## src/rtl/code_pkg.sv

```systemverilog
// Shared constants and types for the serial code path (generator and detector).
// Default code and length live here so both ends agree on the pattern.
package code_pkg;

    localparam int CODE_LEN = 12;
    localparam logic [CODE_LEN-1:0] CODE_DEFAULT = 12'hA93;

    typedef enum logic [1:0] {
        IDLE = 2'd0,
        SEND = 2'd1,
        FIN  = 2'd2
    } state_t;

    // Bit index width for a code of the given length; LEN is at least 2.
    function automatic int idx_width(input int len);
        return (len < 2) ? 1 : $clog2(len);
    endfunction

    localparam int IDX_W = idx_width(CODE_LEN);

endpackage

```

## src/rtl/code_shifter.sv

```systemverilog
// LEN-bit parallel-load, left-shift register with zero fill and MSB output.
// Resets to INIT so the idle register holds the code pattern.
module code_shifter #(
    parameter int             LEN  = 12,
    parameter logic [LEN-1:0] INIT = '0
) (
    input  logic           CLK,
    input  logic           RST,
    input  logic           load,
    input  logic           shift,
    input  logic [LEN-1:0] data,
    output logic           msb
);

    logic [LEN-1:0] sh_q;

    // Load has priority over shift; zeros enter at the LSB.
    always_ff @(posedge CLK or negedge RST) begin
        if (!RST) begin
            sh_q <= INIT;
        end else if (load) begin
            sh_q <= data;
        end else if (shift) begin
            sh_q <= {sh_q[LEN-2:0], 1'b0};
        end
    end

    assign msb = sh_q[LEN-1];

endmodule

```

## src/rtl/code_generator.sv

```systemverilog
// Serial code transmitter: sends CODE MSB-first, one bit per CLK, framed by VALID,
// with START/READY pacing, synchronous ABORT and a one-cycle DONE pulse.
// Optional feature macro: CODEGEN_REPEAT_EN adds the REPEAT port (extra back-to-back copies).
//
// state | meaning
// IDLE  | READY high, waiting for START
// SEND  | VALID high, one code bit per cycle on X
// FIN   | DONE pulse, then back to IDLE
module code_generator
    import code_pkg::*;
#(
    parameter int             LEN  = CODE_LEN,
    parameter logic [LEN-1:0] CODE = LEN'(CODE_DEFAULT)
) (
    input  logic       CLK,
    input  logic       RST,
`ifdef CODEGEN_REPEAT_EN
    input  logic [3:0] REPEAT,
`endif
    input  logic       START,
    input  logic       ABORT,
    output logic       X,
    output logic       VALID,
    output logic       READY,
    output logic       DONE
);

    localparam int             IW       = idx_width(LEN);
    localparam logic [IW-1:0]  IDX_LAST = IW'(LEN - 1);
    // Bit LEN-1 goes straight to X on the load edge, so the shifter is loaded
    // one position ahead and its MSB is always the bit for the following cycle.
    localparam logic [LEN-1:0] CODE_TAIL = CODE << 1;

    state_t        state_q, state_d;
    logic [IW-1:0] idx_q, idx_d;
    logic          load, shift, msb;
    logic          x_d, valid_d, ready_d, done_d;
`ifdef CODEGEN_REPEAT_EN
    logic [3:0]    rep_q, rep_d;
`endif

    code_shifter #(.LEN(LEN), .INIT(CODE)) u_shifter (
        .CLK   (CLK),
        .RST   (RST),
        .load  (load),
        .shift (shift),
        .data  (CODE_TAIL),
        .msb   (msb)
    );

    // Next state, index/repeat bookkeeping and next output values.
    always_comb begin
        state_d = state_q;
        idx_d   = idx_q;
        load    = 1'b0;
        shift   = 1'b0;
        x_d     = 1'b0;
        valid_d = 1'b0;
        ready_d = 1'b0;
        done_d  = 1'b0;
`ifdef CODEGEN_REPEAT_EN
        rep_d   = rep_q;
`endif
        case (state_q)
            IDLE: begin
                ready_d = 1'b1;
                if (START && !ABORT) begin
                    load    = 1'b1;
                    idx_d   = IDX_LAST;
                    state_d = SEND;
                    x_d     = CODE[LEN-1];
                    valid_d = 1'b1;
                    ready_d = 1'b0;
`ifdef CODEGEN_REPEAT_EN
                    rep_d   = REPEAT;
`endif
                end
            end
            SEND: begin
                if (ABORT) begin
                    state_d = IDLE;
                    idx_d   = '0;
                    ready_d = 1'b1;
`ifdef CODEGEN_REPEAT_EN
                    rep_d   = '0;
`endif
                end else if (idx_q != '0) begin
                    shift   = 1'b1;
                    idx_d   = idx_q - 1'b1;
                    x_d     = msb;
                    valid_d = 1'b1;
`ifdef CODEGEN_REPEAT_EN
                end else if (rep_q != '0) begin
                    load    = 1'b1;
                    idx_d   = IDX_LAST;
                    rep_d   = rep_q - 1'b1;
                    x_d     = CODE[LEN-1];
                    valid_d = 1'b1;
`endif
                end else begin
                    state_d = FIN;
                    done_d  = 1'b1;
                end
            end
            FIN: begin
                state_d = IDLE;
                ready_d = 1'b1;
            end
            default: begin
                state_d = IDLE;
                ready_d = 1'b1;
            end
        endcase
    end

    // State, counters and registered outputs.
    always_ff @(posedge CLK or negedge RST) begin
        if (!RST) begin
            state_q <= IDLE;
            idx_q   <= '0;
            X       <= 1'b0;
            VALID   <= 1'b0;
            READY   <= 1'b1;
            DONE    <= 1'b0;
`ifdef CODEGEN_REPEAT_EN
            rep_q   <= '0;
`endif
        end else begin
            state_q <= state_d;
            idx_q   <= idx_d;
            X       <= x_d;
            VALID   <= valid_d;
            READY   <= ready_d;
            DONE    <= done_d;
`ifdef CODEGEN_REPEAT_EN
            rep_q   <= rep_d;
`endif
        end
    end

endmodule

```

## config.mk

```make
export PLATFORM = sky130hd
export DESIGN_NAME = code_generator
export DESIGN_NICKNAME = d
export VERILOG_FILES = /design/src/rtl/code_pkg.sv /design/src/rtl/code_shifter.sv /design/src/rtl/code_generator.sv
export SDC_FILE = /design/constraint.sdc
export NUM_CORES = 1
export LEC_CHECK = 0
export BUFFER_PORTS_ARGS = -buffer_cell sky130_fd_sc_hd__buf_4
export CAP_MARGIN = 20
export CORE_MARGIN = 4
export CORE_UTILIZATION = 60
export DETAILED_ROUTE_END_ITERATION = 12
export PLACE_DENSITY = 0.8
export SLEW_MARGIN = 5
export SYNTH_ARGS = -nofsm -noshare
export SYNTH_HDL_FRONTEND = slang
export SYNTH_SLANG_ARGS = --single-unit
```

## constraint.sdc

```tcl
create_clock -name CLK -period 5.05 [get_ports CLK]
set_input_delay 1.01 -clock CLK [delete_from_list [all_inputs] [get_ports CLK]]
set_output_delay 1.01 -clock CLK [all_outputs]
set_load 0.01 [all_outputs]
```

==> flow_summary.yaml, run 1 <==
status:
  status: "completed"
yosys:
  ys_warn_count: 0
  synth_area_per_cell_um2: 10.0
  synth_cells: 99
  syn_nets: 105
  synth-simple-area-share_pct: 22.9
  synth_mux_area_share_pct: 0
  synth_cell_types: 24
  synth_xor_area_share_pct: 0
  syn_area_um2: 991
  synth_compound_area_share_pct: 11.6
  synth-seq-cells: 22
  synth-seq-area-share_pct: 56.4
  synth_top_family_by_area: "simple AND/OR/NAND/NOR gates"
  yosys.area_share.adder_pct: 2.53
sta:
  finalClockSkew_ns: 0.00356
  finalCriticalPeriod_ns: 2.03
  fin_crit_sh_pct: 40.1
  grt_setup_unrepaired: "false"
  fmax_mhz: 493
  relSlewSlack_pct: 47.6
  setup_viol: 0
  drv_slew: 0
  fin_setup_tns_ns: 0
  hold_violations: 0
  max_slew.worst_pin.slew_ns: 0.785
worst_hold_path:
  min_path_type: "flip-flop to flip-flop"
  hold_path_depth: 2
setup_path:
  critPathKind: "flip-flop to flip-flop"
  cp-start-kind: "flip-flop"
  crit_path_end_kind: "flip-flop"
  cp.required_ns: 5.27
  path_max_fanout: 26
  worstPathArrival_ns: 2.25
  reg2regPathDepth: 6
detailed_routing:
  vias_per_cell: 5.52
  dr.pass1.iters: 4
  drt_first_iter_violations: 10
  wl_per_cell_um: 12.6
  ant_nets: 0
  routed_wl_um: 1510
  drc: 0
  vias: 662
global_routing:
  antenna_found_initial: 0
  grt_util_all_layers_pct: 15.2
  grt_max_degree: 27
  grt_pass1_wl_um: 2880
  gr-total-overflow: 0
  grt_pass1_vias: 676
clocking:
  cts.clk_slew.worst_paths_ns: 0.12
  cts_buffer_depth: 2
  hold_buffers: 0
  cts-root-buf: "clkbuf_4"
  postCtsResizedCells: 0
  cts_tree: "yes"
  clock-sinks: 22
  cts_buffers: 3
  postCtsSetupRepairBufs: 0
  clock_latency_ns: 0.30
  htree_levels: 1
floorplan:
  rows: 14
  die-area_um2: 2370
  io_pins: 8
  start_util_pct: 64.3
  die_h_um: 48.6
  die_x_um: 48.6
  core_um2: 1540
placement:
  portBuffers: 7
  hpwl_um: 1040
  place.gp.congestion: 0.712
power:
  p_leak_nw: 0.466
  power_density_nw_per_um2: 456
  ir_drop_v: 0.000349
  total_power_mw: 0.486
cells_and_area:
  syn_to_final_growth_pct: 7.58
  regArea_um2: 559
  nNetsFinal: 111
  multi_input_area_um2: 367
  nFillCells: 114
  drive_above_1_share_pct: 22.1
  utilization_pct: 69.2
  antenna_cells: 0
run:
  max_cap_viol_count: 0
## power by group
group	total (mW)	switching (mW)	internal, mW
logic	0.0987	0.0548	0.0439
registers	0.258	0.0273	0.230
clock network	0.130	0.0500	0.0801
## placed cells by master, fill, tap and decap left out
cell type,count
a21o_1,1
a21oi_1,4
and2b_1,1
buf_4,7
bufinv_16,1
clkbuf_4,3
dfrtp_1,15
dfstp_2,7
ha_1,2
inv_1,4
nand2_1,19
nand2b_1,2
nor2_1,9
nor2_2,1
nor3_1,6
nor3_4,1
nor3b_4,1
o21ai_0,14
o22a_1,2
or2_2,1
or2_4,1
or3_1,1
or3b_1,1
## synthesized netlist by cell type, drive strengths merged
cell type	instances	share of area (%)
nand2	19	7.2
dfrtp	15	38
o21ai	14	7.1
nor2	10	4.0
dfstp	7	19
nor3	7	4.7
buf	5	4.7
a21oi	4	2.0
inv	4	1.5
ha	2	2.5
nand2b	2	1.3
o22a	2	1.8
or2	2	1.5
a21o	1	0.76
and2b	1	0.76
clkbuf	1	0.38
nor3b	1	1.9
or3	1	0.63
or3b	1	0.88
## through the flow
stage          hold slack [ns]  instance area (um^2)  instances  setup slack, ns
2_1_floorplan            0.445                   991         99             3.02
3_3_place_gp             0.464                  1010        116             2.87
3_5_place_dp             0.465                  1010        116             2.80
4_1_cts                  0.486                  1070        120             3.01
5_1_grt                  0.509                  1070        120             2.74
6_report                 0.486                  1070        120             3.02
## layer usage
| metal | vias to the layer above | part of all wire, % | GRT usage [%] |
|---|---|---|---|
| li1 | 334 | - | - |
| met1 | 316 | 44 | 18.3 |
| met2 | 10 | 51 | 26.3 |
| met3 | 2 | 3.6 | 3.37 |
| met4 | 0 | 0.79 | 5.38 |
| met5 | - | 0 | 0 |
## cell type report
type                            count  share of cell area (%)
Sequential cell                    22                    52.5
Timing Repair Buffer                7                    4.93
Clock inverter                      1                    2.82
Tap cell                           16                    1.88
Clock buffer                        3                    2.11
Inverter                            4                    1.41
Multi-Input combinational cell     67                    34.4
## flip-flops by register name, indices dropped and copies added (netlist names)
| name | cells |
|---|---|
| DONE | 1 |
| READY | 1 |
| VALID | 1 |
| idx_q | 4 |
| state_q | 2 |
| X | 1 |
| u_shifter.sh_q | 12 |
## path summary, 6_finish.rpt
path	startpoint	endpoint	slack (ns)
setup reg to reg	idx_q[0]	idx_q[2]	3.02
max in group asynchronous	RST	u_shifter.sh_q[9]	4.21
min in group asynchronous	RST	u_shifter.sh_q[5]	0.57
setup / recovery	idx_q[0]	idx_q[2]	3.02
hold / removal	u_shifter.sh_q[4]	u_shifter.sh_q[4]	0.49
hold reg to reg	u_shifter.sh_q[4]	u_shifter.sh_q[4]	0.49
## worst max-delay path: stages (launching register included)
cell and delay [ns]:
dfrtp_1 0.40, inv_1 0.07, ha_1 0.20, or3b_1 0.26
nor3b_4 0.71, nand2_1 0.13, o21ai_0 0.18
## cells by family after synthesis
logic type | Yosys count
flops | 22
fa+ha+maj | 2
simple gates | 44
buf+inv | 10
compound gates | 21
Note: power is estimated with default switching activity, not from simulation.
==> run 2: changes to the inputs <==
- CORE_UTILIZATION: 60 -> 56
- PLACE_DENSITY: 0.8 -> 0.75
- clock period: 5.05 -> 1.9 ns (I/O delays scaled with it)
==> run 2 against run 1 <==
- critical path type unchanged
- sequential share of layout area fell by 3.2 points
- critical endpoint is now u_shifter.sh_q[0]
- global-route usage grew 0.95 points
- critical path depth up 1
==> flow_summary.yaml, run 2 (synthesized netlist as in run 1, its figures left out) <==
clocking:
  cts_tree: "yes"
  clock_latency_ns: 0.30
  cts_buffer_depth: 2
  cts.clk_slew.worst_paths_ns: 0.11
  cts-root-buf: "clkbuf_4"
  clock-sinks: 22
  htree_levels: 1
  cts_buffers: 3
sta:
  finalClockSkew_ns: 0.00739
  fin_crit_sh_pct: 94.3
  layout_setup_ws_ns: 0.108
  fmax_mhz: 558
  relSlewSlack_pct: 65.4
  grt_setup_unrepaired: "false"
  hold_violations: 0
  setup_viol: 0
  drv_slew: 0
  finalCriticalPeriod_ns: 1.79
  max_slew.worst_pin.slew_ns: 0.519
  fin_setup_tns_ns: 0
setup_path:
  worstPathArrival_ns: 2.03
  path_cells: "inv_1 > ha_1 > or3b_1 > nor3b_4 > buf_4 > or2_4 > nor2_2"
  critPathKind: "flip-flop to flip-flop"
  crit_path_end_kind: "flip-flop"
  cp-start-kind: "flip-flop"
  path_buf_inv: 2
  cp_slowest_cell: "dfrtp_1"
  cp_slowest_stage_delay_ns: 0.43
  cp.required_ns: 2.14
  critical_path.top_delay_family: "simple AND/OR/NAND/NOR gates"
  path_max_fanout: 4
floorplan:
  core_um2: 1590
  rows: 14
  start_util_pct: 62.2
  io_pins: 8
  die_h_um: 50.1
  die_x_um: 50.1
  die-area_um2: 2510
cells_and_area:
  largestRegisters: "u_shifter.sh_q: 12 flops, idx_q: 4 flops, state_q: 2 flops"
  nNetsFinal: 117
  utilization_pct: 71.2
  regMostFlops: "u_shifter.sh_q"
  syn_to_final_growth_pct: 14.5
  final_common_cell: "nand2_1"
  drive_above_1_share_pct: 25.5
  antenna_cells: 0
  final_area_um2: 1130
  nFillCells: 116
  final_cell_mix: "19 x nand2_1, 15 x dfrtp_1, 14 x o21ai_0"
  largest_register_ff_count: 12
  regArea_um2: 559
  multi_input_area_um2: 385
power:
  total_power_mw: 1.33
  ir_drop_v: 0.000805
  p_leak_nw: 0.495
  power_density_nw_per_um2: 1170
placement:
  place_area_um2: 1040
  dp_slack_ns: 0.00927
  hpwl_um: 1050
  portBuffers: 7
  place.gp.congestion: 0.707
detailed_routing:
  wl_per_cell_um: 13.1
  ant_nets: 0
  routed_wl_um: 1760
  vias: 719
  drt_first_iter_violations: 26
  vias_per_cell: 5.37
  drc: 0
  dr.pass1.iters: 4
global_routing:
  grt_util_all_layers_pct: 16.1
  antenna_found_initial: 0
  gr-total-overflow: 0
  grt_max_degree: 23
  grt_pass1_vias: 670
  grt_pass1_wl_um: 3080
run:
  max_cap_viol_count: 0
worst_hold_path:
  min_path_type: "input port to flip-flop"
status:
  status: "completed"
run 2: cell count changes in the layout (fill, tap and decap cells not counted):
cell,change
nor3b_4,+1
buf_4,+4
dlygate4sd3_1,+1
run 2: final timing paths:
| check | start | end | slack [ns] | depth (start not counted) |
|---|---|---|---|---|
| max | idx_q[0] | u_shifter.sh_q[0] | 0.11 | 7 |
| min | ABORT | state_q[1] | 0.36 | 2 |
| max reg2reg | idx_q[0] | u_shifter.sh_q[0] | 0.11 | 7 |
| min reg2reg | u_shifter.sh_q[0] | u_shifter.sh_q[0] | 0.48 | 2 |
| max in group asynchronous | RST | u_shifter.sh_q[0] | 1.13 | 2 |
| min in group asynchronous | RST | u_shifter.sh_q[10] | 0.50 | 2 |
run 2: worst register-to-register path: stages, from the launching register on:
cell and delay (ns):
dfrtp_1 0.43, inv_1 0.11, ha_1 0.17, or3b_1 0.40, nor3b_4 0.18, buf_4 0.14, or2_4 0.23, nor2_2 0.08
run 2: power by group:
part	leakage, nW	switching (mW)	internal [mW]	total [mW]
sequential	0.256	0.0791	0.612	0.691
clock	0.0279	0.135	0.213	0.348
combinational	0.210	0.159	0.134	0.294
run 2: per-layer routing:
layer | global-route usage, % | part of all wire, % | up-vias
li1 | - | - | 351
met1 | 21.5 | 41 | 338
met2 | 25.4 | 52 | 28
met3 | 3.01 | 6.3 | 2
met4 | 6.91 | 0.68 | 0
met5 | 0 | 0 | -
run 2: metrics by stage:
stage	hold WS [ns]	cells
after floorplan	0.0844	99
after global placement	0.279	126
after detailed placement	0.279	126
after CTS	0.329	132
after global routing	0.338	134
final	0.357	134
run 2: what timing repair did:
item,4_1_cts,5_1_grt
hold buffers,1,0
cloned,1,0
gates resized for setup,0,1
buffers inserted,0,2
hold endpoints to repair,15,0
setup endpoints to repair,1,13
run 2: layout make-up:
cell class	instances	area share, %
clock buffer	3	1.98
clock inverter	1	2.65
inverter	4	1.32
multi-input combinational	68	34.0
sequential	22	49.3
tap	24	2.65
timing repair buffer	12	8.16
